--- src/rtl/keyboard.sv ---
// ---------------------------------------------------------------------------
// keyboard
//   Translates PS/2 set-2 scan codes into a 40-key, 8-row by 5-column key
//   matrix of the kind scanned by a Z80-era CPU. The CPU reads the matrix by
//   pulling address lines A15:A8 low (row) and sampling D4:D0 (cols).
//
//   Some PC keys have no key of their own in the matrix. They are reported as
//   two matrix keys at once (e.g. backspace = CAPS SHIFT + 0). Every key that
//   can hold a shared matrix bit has its own source flop, and the shared
//   matrix bit is the OR of those flops. Releasing one PC key therefore never
//   drops a bit that another held key still needs.
//
// Parameters
//   CURSORS  1: backspace and the arrow keys map to CS+digit; 0: ignored
//
// Ports
//   clock    system clock, all state on the rising edge
//   reset    asynchronous active-low reset
//   strb     one-cycle pulse, code is valid in that cycle
//   code     PS/2 set-2 scan code byte
//   row      A15:A8, active-low half-row select
//   cols     D4:D0, active-low key columns (combinational from state)
//   nmi      high while F5 is held
//   boot     high while Ctrl+Alt+Del are all held
// ---------------------------------------------------------------------------
module keyboard #(
  parameter int CURSORS = 1
) (
  input  logic       clock,
  input  logic       reset,
  input  logic       strb,
  input  logic [7:0] code,
  input  logic [7:0] row,
  output logic [4:0] cols,
  output logic       nmi,
  output logic       boot
);

  // Prefix decoder states
  localparam logic [2:0] ST_IDLE   = 3'd0;
  localparam logic [2:0] ST_EXT    = 3'd1;
  localparam logic [2:0] ST_BRK    = 3'd2;
  localparam logic [2:0] ST_EXTBRK = 3'd3;
  localparam logic [2:0] ST_PAUSE  = 3'd4;

  // Matrix bit positions (row*5 + column) of the shared keys
  localparam int IDX_CS = 0;
  localparam int IDX_5  = 19;
  localparam int IDX_0  = 20;
  localparam int IDX_8  = 22;
  localparam int IDX_7  = 23;
  localparam int IDX_6  = 24;

  // Non-extended codes with a single dedicated matrix key.
  // Returns {hit, index}. CS and SS are handled separately.
  function automatic logic [6:0] map_key(input logic [7:0] c);
    logic [6:0] r;
    case (c)
      8'h1A: r = {1'b1, 6'd1};   // Z
      8'h22: r = {1'b1, 6'd2};   // X
      8'h21: r = {1'b1, 6'd3};   // C
      8'h2A: r = {1'b1, 6'd4};   // V
      8'h1C: r = {1'b1, 6'd5};   // A
      8'h1B: r = {1'b1, 6'd6};   // S
      8'h23: r = {1'b1, 6'd7};   // D
      8'h2B: r = {1'b1, 6'd8};   // F
      8'h34: r = {1'b1, 6'd9};   // G
      8'h15: r = {1'b1, 6'd10};  // Q
      8'h1D: r = {1'b1, 6'd11};  // W
      8'h24: r = {1'b1, 6'd12};  // E
      8'h2D: r = {1'b1, 6'd13};  // R
      8'h2C: r = {1'b1, 6'd14};  // T
      8'h16: r = {1'b1, 6'd15};  // 1
      8'h1E: r = {1'b1, 6'd16};  // 2
      8'h26: r = {1'b1, 6'd17};  // 3
      8'h25: r = {1'b1, 6'd18};  // 4
      8'h2E: r = {1'b1, 6'd19};  // 5
      8'h45: r = {1'b1, 6'd20};  // 0
      8'h46: r = {1'b1, 6'd21};  // 9
      8'h3E: r = {1'b1, 6'd22};  // 8
      8'h3D: r = {1'b1, 6'd23};  // 7
      8'h36: r = {1'b1, 6'd24};  // 6
      8'h4D: r = {1'b1, 6'd25};  // P
      8'h44: r = {1'b1, 6'd26};  // O
      8'h43: r = {1'b1, 6'd27};  // I
      8'h3C: r = {1'b1, 6'd28};  // U
      8'h35: r = {1'b1, 6'd29};  // Y
      8'h5A: r = {1'b1, 6'd30};  // ENTER
      8'h4B: r = {1'b1, 6'd31};  // L
      8'h42: r = {1'b1, 6'd32};  // K
      8'h3B: r = {1'b1, 6'd33};  // J
      8'h33: r = {1'b1, 6'd34};  // H
      8'h29: r = {1'b1, 6'd35};  // SPACE
      8'h14: r = {1'b1, 6'd36};  // SS (left ctrl)
      8'h3A: r = {1'b1, 6'd37};  // M
      8'h31: r = {1'b1, 6'd38};  // N
      8'h32: r = {1'b1, 6'd39};  // B
      default: r = 7'd0;
    endcase
    return r;
  endfunction

  logic [2:0]  state_q, state_d;
  logic [2:0]  cnt_q, cnt_d;
  logic [39:0] key_q, key_d;       // keys with a single PC source
  logic        lshift_q, lshift_d;
  logic        rshift_q, rshift_d;
  logic        bksp_q, bksp_d;
  logic [3:0]  cur_q, cur_d;       // 0 left, 1 down, 2 up, 3 right
  logic        ctrl_l_q, ctrl_l_d;
  logic        ctrl_r_q, ctrl_r_d;
  logic        alt_l_q, alt_l_d;
  logic        alt_r_q, alt_r_d;
  logic        del_q, del_d;
  logic        nmi_q, nmi_d;
  logic        boot_q, boot_d;

  logic        mk_s;
  logic        ext_s;
  logic [6:0]  hit_s;
  logic [39:0] mat_s;
  logic [4:0]  sel_s;

  // Next-state: prefix decoding, pause skipping and key source updates
  always_comb begin
    state_d  = state_q;
    cnt_d    = cnt_q;
    key_d    = key_q;
    lshift_d = lshift_q;
    rshift_d = rshift_q;
    bksp_d   = bksp_q;
    cur_d    = cur_q;
    ctrl_l_d = ctrl_l_q;
    ctrl_r_d = ctrl_r_q;
    alt_l_d  = alt_l_q;
    alt_r_d  = alt_r_q;
    del_d    = del_q;
    nmi_d    = nmi_q;
    mk_s     = (state_q == ST_IDLE) || (state_q == ST_EXT);
    ext_s    = (state_q == ST_EXT)  || (state_q == ST_EXTBRK);
    hit_s    = map_key(code);

    if (strb) begin
      if (state_q == ST_PAUSE) begin
        // The Pause make sequence is E1 plus seven more bytes; swallow them
        if (cnt_q == 3'd6) begin
          state_d = ST_IDLE;
          cnt_d   = 3'd0;
        end else begin
          cnt_d   = cnt_q + 3'd1;
        end
      end else begin
        case (code)
          8'hE1: begin
            state_d = ST_PAUSE;
            cnt_d   = 3'd0;
          end
          8'hAA: begin
            // Keyboard self-test passed: it was re-plugged or reset
            state_d  = ST_IDLE;
            key_d    = 40'd0;
            lshift_d = 1'b0;
            rshift_d = 1'b0;
            bksp_d   = 1'b0;
            cur_d    = 4'd0;
            ctrl_l_d = 1'b0;
            ctrl_r_d = 1'b0;
            alt_l_d  = 1'b0;
            alt_r_d  = 1'b0;
            del_d    = 1'b0;
            nmi_d    = 1'b0;
          end
          8'hFA, 8'hFE, 8'hEE: begin
            state_d = state_q;
          end
          8'hE0: begin
            if (state_q == ST_IDLE) begin
              state_d = ST_EXT;
            end else if (state_q == ST_BRK) begin
              state_d = ST_EXTBRK;
            end else begin
              state_d = state_q;
            end
          end
          8'hF0: begin
            if (state_q == ST_IDLE) begin
              state_d = ST_BRK;
            end else if (state_q == ST_EXT) begin
              state_d = ST_EXTBRK;
            end else begin
              state_d = state_q;
            end
          end
          default: begin
            state_d = ST_IDLE;
            if (!ext_s) begin
              if (hit_s[6]) begin
                key_d[hit_s[5:0]] = mk_s;
              end else begin
                key_d = key_q;
              end
              case (code)
                8'h12: lshift_d = mk_s;
                8'h59: rshift_d = mk_s;
                8'h14: ctrl_l_d = mk_s;
                8'h11: alt_l_d  = mk_s;
                8'h03: nmi_d    = mk_s;
                8'h66: begin
                  if (CURSORS != 0) begin
                    bksp_d = mk_s;
                  end else begin
                    bksp_d = bksp_q;
                  end
                end
                default: begin
                  lshift_d = lshift_q;
                end
              endcase
            end else begin
              case (code)
                8'h14: ctrl_r_d = mk_s;
                8'h11: alt_r_d  = mk_s;
                8'h71: del_d    = mk_s;
                8'h6B, 8'h72, 8'h75, 8'h74: begin
                  if (CURSORS != 0) begin
                    case (code)
                      8'h6B:   cur_d[0] = mk_s;
                      8'h72:   cur_d[1] = mk_s;
                      8'h75:   cur_d[2] = mk_s;
                      default: cur_d[3] = mk_s;
                    endcase
                  end else begin
                    cur_d = cur_q;
                  end
                end
                default: begin
                  del_d = del_q;
                end
              endcase
            end
          end
        endcase
      end
    end else begin
      state_d = state_q;
    end

    boot_d = (ctrl_l_d | ctrl_r_d) & (alt_l_d | alt_r_d) & del_d;
  end

  // State registers
  always_ff @(posedge clock or negedge reset) begin
    if (!reset) begin
      state_q  <= ST_IDLE;
      cnt_q    <= 3'd0;
      key_q    <= 40'd0;
      lshift_q <= 1'b0;
      rshift_q <= 1'b0;
      bksp_q   <= 1'b0;
      cur_q    <= 4'd0;
      ctrl_l_q <= 1'b0;
      ctrl_r_q <= 1'b0;
      alt_l_q  <= 1'b0;
      alt_r_q  <= 1'b0;
      del_q    <= 1'b0;
      nmi_q    <= 1'b0;
      boot_q   <= 1'b0;
    end else begin
      state_q  <= state_d;
      cnt_q    <= cnt_d;
      key_q    <= key_d;
      lshift_q <= lshift_d;
      rshift_q <= rshift_d;
      bksp_q   <= bksp_d;
      cur_q    <= cur_d;
      ctrl_l_q <= ctrl_l_d;
      ctrl_r_q <= ctrl_r_d;
      alt_l_q  <= alt_l_d;
      alt_r_q  <= alt_r_d;
      del_q    <= del_d;
      nmi_q    <= nmi_d;
      boot_q   <= boot_d;
    end
  end

  // Visible matrix: dedicated keys plus OR of every source of a shared key
  always_comb begin
    mat_s         = key_q;
    mat_s[IDX_CS] = lshift_q | rshift_q | bksp_q | (|cur_q);
    mat_s[IDX_0]  = key_q[IDX_0] | bksp_q;
    mat_s[IDX_5]  = key_q[IDX_5] | cur_q[0];
    mat_s[IDX_6]  = key_q[IDX_6] | cur_q[1];
    mat_s[IDX_7]  = key_q[IDX_7] | cur_q[2];
    mat_s[IDX_8]  = key_q[IDX_8] | cur_q[3];
  end

  // Column read-back: OR of all selected rows, inverted onto the data bus
  always_comb begin
    sel_s = 5'd0;
    for (int r = 0; r < 8; r++) begin
      if (!row[r]) begin
        sel_s = sel_s | mat_s[r*5 +: 5];
      end else begin
        sel_s = sel_s;
      end
    end
    cols = ~sel_s;
  end

  assign nmi  = nmi_q;
  assign boot = boot_q;

endmodule

--- config.mk ---
export PLATFORM = sky130hd
export DESIGN_NAME = keyboard
export DESIGN_NICKNAME = d
export VERILOG_FILES = /design/src/rtl/keyboard.sv
export SDC_FILE = /design/constraint.sdc
export NUM_CORES = 1
export LEC_CHECK = 0
export CAP_MARGIN = 25
export CORE_MARGIN = 3
export CORE_UTILIZATION = 30
export DETAILED_ROUTE_END_ITERATION = 16
export PLACE_DENSITY = 0.45
export SKIP_LAST_GASP = 1
export SLEW_MARGIN = 0
export SYNTH_ARGS = -nofsm -noshare
export SYNTH_HDL_FRONTEND = slang
export SYNTH_SLANG_ARGS = --single-unit
--- constraint.sdc ---
create_clock -name clock -period 2 [get_ports clock]
set_input_delay 0.6 -clock clock [delete_from_list [all_inputs] [get_ports clock]]
set_output_delay 0.6 -clock clock [all_outputs]
set_load 0.01 [all_outputs]
Yosys cells after proc, flatten, opt, wreduce, memory -nomap -nowiden. Memory sizes are Yosys's and may differ from the RTL's. Index checks and enable logic that the tools add are counted.

Input port bits: 19. Bits in writable memories: 0. Latch bits: 0. Output and inout bits: 7. Memories: 1. Logic and storage cells: 172. Flip-flop bits (word level): 60. Bits in read-only memories: 896.

Memories: (no name shown) (words 128, width 7, read ports 1, clocked after memory_dff 0, wr ports 0, line 58) `case (c)`.

Reduce and logical (&&, ||, !) cells: 31. Bitwise operators: 22. Multipliers: 0. Magnitude comparators: 2. Add/subtract/negate cells: 1. Shift-type cells: 0. Div/mod/pow operators: 0. Equality and inequality tests: 29. Mux-type cells: 69.

Operators by type and width (number): 40-bit 2-to-1 mux (2); 40-bit one-hot mux with 2 select lines (1); 8-bit by 7-bit equality test with 1-bit output, second input constant (7); 8-bit equality test, second input constant (7); 40-bit bitwise mux (1); 5-bit 2-to-1 mux (8); 5-bit bitwise OR (7); 1-bit 2-to-1 mux (33); 5-bit AND reduction (6); 3-bit 2-to-1 mux (9); 8-bit by 5-bit equality test with 1-bit output, second input constant (3); 6-bit AND reduction (4); 2-bit nonzero test (11); 1-bit one-hot mux with 2 select lines (9); 3-bit one-hot mux with 4 select lines (1); 1-bit bitwise OR (10); 8-bit by 2-bit equality test with 1-bit output, second input constant (1); 4-bit 2-to-1 mux (2); 4-bit != test, second input constant (2); 4-bit one-hot mux with 2 select lines (1); 4-bit OR reduction (2); 6-bit by 7-bit less-than comparator with 1-bit output, second input constant (1); 7-bit 2-to-1 mux (1); 1-bit demux with 6-bit select (1); other kinds (16) (24).

Depth between registers and ports, before layout. Gate-level depths: netlist of the first run.

Depth in word-level cells: 19. Mapped depth: 12. Depth with buffers taken out: 9.

Least setup slack after synthesis of the first run. OpenSTA, ideal clock, no wires.

Path type: input to register. Start point: in code[1]. End point: reg key_q[21]. Cell stages on the path: 10. Buffers on the path: 1. Data required time: 1.878 ns. Slack: -1.090 ns. Arrival time: 2.968 ns. Library setup time: 0.122 ns. Cells stage by stage: clkbuf_1 > inv_1 > ha_1 > mux2_2 > a211oi_1 > nor2b_1 > o221a_2 > nor4_4 > nand2_1 > a32o_1.

Longest elaborated chain between the ends: 10. Elaborated cells between the ends (all ways): 23.

RTL lines: start, declared (line 32) `input logic [7:0] code,`; memory read 128 x 7 bit; 7-bit 2-to-1 mux (line 58); 6-bit by 7-bit less-than comparator with 1-bit output (implied by the code) or 6-bit by 1-bit greater-or-equal comparator with 1-bit output (tied branches) (line 198) `key_d[hit_s[5:0]] = mk_s;`; 1-bit logical AND (implied by the code) (line 198); 1-bit 2-to-1 mux (implied by the code) (line 198); 1-bit demux with 6-bit select (line 198); 40-bit bitwise mux (line 198); 40-bit 2-to-1 mux (line 197) `if (hit_s[6]) begin`; 40-bit 2-to-1 mux (line 196) `if (!ext_s) begin`; 40-bit one-hot mux with 2 select lines (line 153) `case (code)`; end signal, assigned (line 271) `key_q <= key_d;`; end, declared (line 105) `logic [39:0] key_q, key_d;`.

Several ways; a longest one is shown, not always the timed one. The select of a mux whose other input is x is not followed. A chain may end at the register's enable or synchronous reset.

Worst setup path in the final report of the first run.
Start point: in code[0]. End point: reg key_q[37].

The elaborated chain is that of the path after synthesis.

==> flow_summary.toml, run 1 <==
[power_and_ir_drop]
clockPowerShare_pct = 42.2
vdd_ir_drop_max_v = 0.000640
power-per-cell-area_mw_per_mm2 = 505
power_leakage_nw = 3.34
switching_share_pct = 27.6
comb_power_share_pct = 27.1
seq_power_share_pct = 30.7
internal_power_consumption_mw = 2.93
power.switching_mw = 1.12
fin_total_pwr_mw = 4.05

[global_routing]
grt_pass1_wl_mm = 29.2
antenna_found_initial = 0
gr-total-overflow = 0
grt_pass1_vias = 5334
largest_net_degree_at_the_start_of_global_routing = 50
grt_util_all_layers_pct = 23.1

[clocking]
cts_htree_levels = 3
cts.path.max_buffers = 2
clock_sinks = 59
path_clk_slew_ns = 0.06
cts_root_buffer = "sky130_fd_sc_hd__clkbuf_16"
insertion_delay_ns = 0.33
tritoncts = "yes"
tritoncts_buffers = 9
hold_buffers = 0

[placed_design]
place.gp.congestion = 0.911
post-dp-hpwl_mm = 12.3
numPortBuffers = 25
place_area_mm2 = 0.00616

[yosys]
synth_async_sr_flop_share_pct = 100
yosys_warnings = 0
mappedNetlistArea_mm2 = 0.00427
syn_nets = 503
synth_cells = 478
synth_enable_flop_cells = 0
synth_cell_type_count = 80
syn-mean-instance-area_um2 = 8.93
synth.yosys.seq_area_share_pct = 34.6
ys.flop_type = "sky130_fd_sc_hd__dfrtp_1"
seq_cells_post_synth = 59

[detailed_routing]
route.detailed.wl_per_inst_um = 19.8
ant_nets = 0
drt_first_pass_iters = 5
drc = 0
num_vias = 5021
initialDrtViolationCount = 291
totalWireLength_mm = 17.9
detail_route.vias_per_cell = 5.55

[sta]
worst_hold_margin_ns = 0.142
layout_min_cycle_time_ns = 2.51
rsz_0062_raised_after_global_routing = "true"
worst_clock_skew_ns = 0.00564
worst_slew_margin_rel_pct = 74.5
timing.setup.tns_ns = -21.58
clock.fmax_mhz = 398
final-hold-violation-count = 0
slew_viol_final = 0
setup_viol_count_final = 57
worst_slew_pin_slew_ns = 0.381
final.setup.worst_slack_ns = -0.512
final_clock_period_utilization_by_the_worst_path_pct = 126

[outcome]
failed_checks = "negative setup slack"
outcome = "finished with violations"

[die]
design.core.area_mm2 = 0.0136
pin_count = 26
dieArea_mm2 = 0.0157
fp.dieW_um = 125
core.rowCount = 42
die_height_um = 125
initial_utilization_pct = 31.5

[critical_path]
end_kind = "flip-flop"
timing.rr.start = "state_q[0]$_DFFE_PN0P_"
worstSetupEndpoint = "key_q[37]$_DFFE_PN0P_"
critical_path_class = "input port to flip-flop"
r2r-end = "key_q[15]$_DFFE_PN0P_"
setup.reg_to_reg.worst_slack_ns = -0.01
crit_path_arrival_time_ns = 2.73
worst_setup_path_start_kind = "input port"
worst_ep_required_time_ns = 2.22
critPathMaxFanout = 7
rr_worst_depth = 10
critical_path.startpoint = "code[0]"

[finish]
final_common_cell = "sky130_fd_sc_hd__buf_4"
fin_nets = 748
ant_cells = 0
area.growth.synth_to_final_pct = 87.8
post-route-cell-area_mm2 = 0.00802
fraction_of_final_layout_cells_with_drive_strength_greater_than_1_pct = 58.0
mostFrequentLayoutCells = "sky130_fd_sc_hd__buf_4, sky130_fd_sc_hd__nand2_1, sky130_fd_sc_hd__dfrtp_1"

[job]
cap_viol_max_count = 0

[hold_path]
hp-class = "input port to async pin"
## through the flow
stage	instances	setup WS, ns	util, %
2_1_floorplan	478	-0.798	-
3_3_place_gp	816	-1.48	45.4
3_5_place_dp	816	-1.51	45.4
4_1_cts	895	-0.545	56.7
5_1_grt	904	-0.616	59.1
6_report	904	-0.512	59.1
## repair_timing
item | 4_1_cts | 5_1_grt
gates resized for setup | 256 | 62
buffers inserted | 64 | 11
endpoints found under the setup margin | 63 | 61
pin swaps | 122 | 60
gates cloned | 3 | 0
## synth_stat cells, types with 5 or more instances
cell type | number | share of area (%)
sky130_fd_sc_hd__nor2_1 | 31 | 2.7
sky130_fd_sc_hd__nand2b_1 | 17 | 2.5
sky130_fd_sc_hd__a22o_1 | 14 | 2.9
sky130_fd_sc_hd__ha_1 | 6 | 1.8
sky130_fd_sc_hd__nand3_1 | 13 | 1.5
sky130_fd_sc_hd__a31oi_1 | 9 | 1.3
sky130_fd_sc_hd__nand2_1 | 70 | 6.2
sky130_fd_sc_hd__clkbuf_1 | 9 | 0.79
sky130_fd_sc_hd__a32o_1 | 16 | 3.8
sky130_fd_sc_hd__a211oi_1 | 5 | 0.88
sky130_fd_sc_hd__o211ai_1 | 20 | 3.5
sky130_fd_sc_hd__nor3_1 | 6 | 0.70
sky130_fd_sc_hd__dfrtp_1 | 59 | 35
sky130_fd_sc_hd__buf_4 | 5 | 0.88
sky130_fd_sc_hd__a22oi_1 | 16 | 2.8
sky130_fd_sc_hd__a32oi_1 | 6 | 1.2
sky130_fd_sc_hd__nand4_1 | 7 | 1.0
sky130_fd_sc_hd__a221oi_1 | 5 | 1.0
sky130_fd_sc_hd__inv_1 | 13 | 1.1
sky130_fd_sc_hd__o21ai_0 | 27 | 3.2
sky130_fd_sc_hd__nor2_2 | 5 | 0.73
sky130_fd_sc_hd__nor2b_1 | 11 | 1.6
sky130_fd_sc_hd__buf_2 | 9 | 1.1
## state kept, by name, summed over array words and instances (netlist names)
| signal | cells |
|---|---|
| rshift_q | 1 |
| key_q | 39 |
| cur_q | 4 |
| boot | 1 |
| alt_l_q | 1 |
| cnt_q | 3 |
| bksp_q | 1 |
| nmi | 1 |
| del_q | 1 |
| ctrl_r_q | 1 |
| state_q | 3 |
| alt_r_q | 1 |
| lshift_q | 1 |
| ctrl_l_q | 1 |
## cell families after synthesis
logic type	count (synthesis)	synth area share [%]
AND/OR/NAND/NOR	194	24.8
multiplexers	1	0.264
buffers and inverters	40	4.57
AO/OA/AOI/OAI	178	34.1
adder cells (fa/ha/maj)	6	1.76
flip-flops	59	34.6
## critical path: stages
cell,delay (ns)
sky130_fd_sc_hd__buf_8,0.10
sky130_fd_sc_hd__clkinvlp_4,0.10
sky130_fd_sc_hd__buf_6,0.11
sky130_fd_sc_hd__ha_4,0.15
sky130_fd_sc_hd__nand3b_4,0.10
sky130_fd_sc_hd__a211o_4,0.37
sky130_fd_sc_hd__o22ai_4,0.19
sky130_fd_sc_hd__a41oi_4,0.06
sky130_fd_sc_hd__buf_12,0.17
sky130_fd_sc_hd__nor4_4,0.25
sky130_fd_sc_hd__buf_6,0.19
sky130_fd_sc_hd__a21oi_2,0.06
sky130_fd_sc_hd__a221o_1,0.25
## worst min-delay path by stage
stage | from | slack (ns) | cells past startpoint | to
floorplan | reset | 0.30 | 0 | alt_l_q$_DFF_PN0_
global placement | ctrl_l_q$_DFF_PN0_ | 0.47 | 2 | ctrl_l_q$_DFF_PN0_
detailed placement | ctrl_l_q$_DFF_PN0_ | 0.47 | 2 | ctrl_l_q$_DFF_PN0_
CTS | reset | 0.15 | 1 | key_q[24]$_DFFE_PN0P_
global route | reset | 0.16 | 1 | key_q[10]$_DFFE_PN0P_
finish | reset | 0.14 | 1 | key_q[10]$_DFFE_PN0P_
## cell type report
cell class	instances	area [um^2]
Fill cell	1149	5540
Multi-Input combinational cell	379	3480
Timing Repair Buffer	260	2430
Sequential cell	59	1480
Clock buffer	12	256
Tap cell	176	220
Inverter	14	76.3
Clock inverter	4	72.6
## power by group through the flow
stage	logic, mW	registers [mW]	clock network [mW]
2_1_floorplan	0.393	1.25	0
3_3_place_gp	0.768	1.26	0
3_5_place_dp	0.773	1.26	0
4_1_cts	1.02	1.24	1.73
5_1_grt	1.16	1.24	1.80
6_report	1.10	1.24	1.71
## routing by layer
metal / track usage (%) / vias to the layer above / share of wire (%)
li1: - / 2376 / -
met1: 28.3 / 2458 / 41
met2: 40.3 / 142 / 51
met3: 4.22 / 45 / 4.2
met4: 8.99 / 0 / 3.7
met5: 0 / - / 0
Note: power is estimated with default switching activity, not from simulation.
==> run 2: changes to the inputs <==
SKIP_LAST_GASP = unset   (was 1)
SLEW_MARGIN = 10   (was 0)
==> run 2 against run 1 <==
Compared with the run above:
- the run still ends with negative setup slack left
- worst setup slack improved by 0.0056 ns
- non-clock buffer count increased by 1
- utilization increased by 0.28 points
- global-route usage rose by 0.063 points
- sequential share of layout area down 0.086 points
- largest power group unchanged
==> flow_summary.toml, run 2 (synthesized netlist as in run 1, its figures left out) <==
[finish]
mostFrequentLayoutCells = "sky130_fd_sc_hd__buf_4, sky130_fd_sc_hd__dfrtp_1, sky130_fd_sc_hd__nand2_1"
fillerInstances = 1153
final_common_cell = "sky130_fd_sc_hd__buf_4"
registers_with_the_most_flip_flops = "key_q: 39 flops, cur_q: 4 flops"
final_core_utilization_pct = 59.4
fraction_of_final_layout_cells_with_drive_strength_greater_than_1_pct = 59.5
flip_flop_count_of_the_largest_register_all_copies_and_words_added = 39
fin_nets = 749
ant_cells = 0
regMostFlops = "key_q"
area.growth.synth_to_final_pct = 88.7
post-route-cell-area_mm2 = 0.00805

[detailed_routing]
ant_nets = 0
routed-wl-met3_um = 828
routed.top_layer = "met4"
route.detailed.wl_per_inst_um = 19.9
wirelength_met1_mm = 7.18
totalWireLength_mm = 18.0
num_vias = 5044
drc = 0
initialDrtViolationCount = 305
detail_route.vias_per_cell = 5.57
drt_first_pass_iters = 5
wl_met2_mm = 9.33

[critical_path]
cp_slowest_cell = "sky130_fd_sc_hd__a211o_4"
setup.reg_to_reg.worst_slack_ns = -0.09
critical_path.cell_chain = "buf_8, clkinvlp_4, buf_6, ha_4, nand3b_4, a211o_4, o22ai_4, a41oi_4, buf_12, nor4_4, buf_6, a21oi_2, a221o_1"
path_buf_inv = 5
critPathMaxFanout = 7
critical_path_class = "input port to flip-flop"
rr_worst_depth = 10
r2r-end = "key_q[11]$_DFFE_PN0P_"
timing.rr.start = "state_q[0]$_DFFE_PN0P_"
worst_path_largest_cell_delay_ns = 0.37
cp_top_family = "compound AO/OA/AOI/OAI gates"
end_kind = "flip-flop"
worst_setup_path_start_kind = "input port"
worst_ep_required_time_ns = 2.22
crit_path_arrival_time_ns = 2.72
crit_top_cell = "sky130_fd_sc_hd__buf_6"

[clocking]
tritoncts = "yes"
clock_sinks = 59
cts.path.max_buffers = 2
cts_root_buffer = "sky130_fd_sc_hd__clkbuf_16"
path_clk_slew_ns = 0.06
insertion_delay_ns = 0.33
tritoncts_buffers = 9
hold_buffers = 0
cts_htree_levels = 3

[hold_path]
hp-class = "input port to async pin"

[die]
fp.dieW_um = 125
initial_utilization_pct = 31.5
die_height_um = 125
pin_count = 26
design.core.area_mm2 = 0.0136
core.rowCount = 42
dieArea_mm2 = 0.0157

[placed_design]
numPortBuffers = 25
place_area_mm2 = 0.00616
post-dp-hpwl_mm = 12.3
place.gp.congestion = 0.911

[power_and_ir_drop]
power-per-cell-area_mw_per_mm2 = 502
vdd_ir_drop_max_v = 0.000647
power_leakage_nw = 3.35

[outcome]
failed_checks = "negative setup slack"
outcome = "finished with violations"

[sta]
final_clock_period_utilization_by_the_worst_path_pct = 125
final.setup.worst_slack_ns = -0.506
setup_viol_count_final = 57
slew_viol_final = 0
rsz_0062_raised_after_global_routing = "true"
worst_clock_skew_ns = 0.00464
worst_slew_margin_rel_pct = 74.3
final-hold-violation-count = 0
clock.fmax_mhz = 399
worst_slew_pin_slew_ns = 0.384
layout_min_cycle_time_ns = 2.51

[global_routing]
antenna_found_initial = 0
grt_util_all_layers_pct = 23.2
grt_pass1_wl_mm = 29.2
grt_pass1_vias = 5353
gr-total-overflow = 0
largest_net_degree_at_the_start_of_global_routing = 50

[job]
cap_viol_max_count = 0
-- run 2: what timing repair did --
item                                    CTS  global route
pin swaps                               124            68
gates resized for setup                 263            75
hold endpoints to repair                  0             0
gates cloned                              3             0
endpoints found under the setup margin   63            61
setup buffers                            64            15
-- run 2: stage by stage --
stage	setup slack, ns	setup TNS, ns	power [mW]	hold WS, ns	cells
finish	-0.506	-20.50	4.04	0.143	905
global route	-0.616	-25.85	4.20	0.157	905
CTS	-0.545	-22.19	3.99	0.146	895
detailed placement	-1.51	-78.33	2.03	0.472	816
global placement	-1.48	-76.32	2.02	0.466	816
floorplan	-0.798	-26.43	1.65	0.304	478
-- run 2: power by group --
part           switching [mW]  total, mW  leakage [nW]  internal [mW]
clock                   0.551       1.71         0.159           1.16
combinational           0.543       1.09          2.47          0.548
sequential             0.0233       1.24         0.723           1.22
total                    1.12       4.04          3.35           2.92
-- run 2: metal layers --
metal	track usage, %	up-vias
met1	28.2	2452
met5	0	-
met2	40.3	161
li1	-	2376
met4	9.25	0
met3	4.48	55
-- run 2: worst max-delay path by stage --
stage	startpoint	to	slack, ns	cells after the start
2_1_floorplan	code[1]	key_q[37]$_DFFE_PN0P_	-0.80	11
3_3_place_gp	code[0]	key_q[37]$_DFFE_PN0P_	-1.48	11
3_5_place_dp	code[1]	key_q[8]$_DFFE_PN0P_	-1.51	12
4_1_cts	code[1]	key_q[34]$_DFFE_PN0P_	-0.54	12
5_1_grt	code[0]	key_q[34]$_DFFE_PN0P_	-0.62	11
6_report	code[0]	key_q[37]$_DFFE_PN0P_	-0.51	13
-- run 2: area by class of cell --
cell class / count / area, um^2 / share of cell area (%)
clock buffers: 12 / 256 / 3.18
well taps: 176 / 220 / 2.73
inverters: 14 / 76.3 / 0.948
multi-input cells: 379 / 3500 / 43.5
repair buffers: 261 / 2440 / 30.4
flip-flops and latches: 59 / 1480 / 18.4
clock inverters: 4 / 72.6 / 0.901
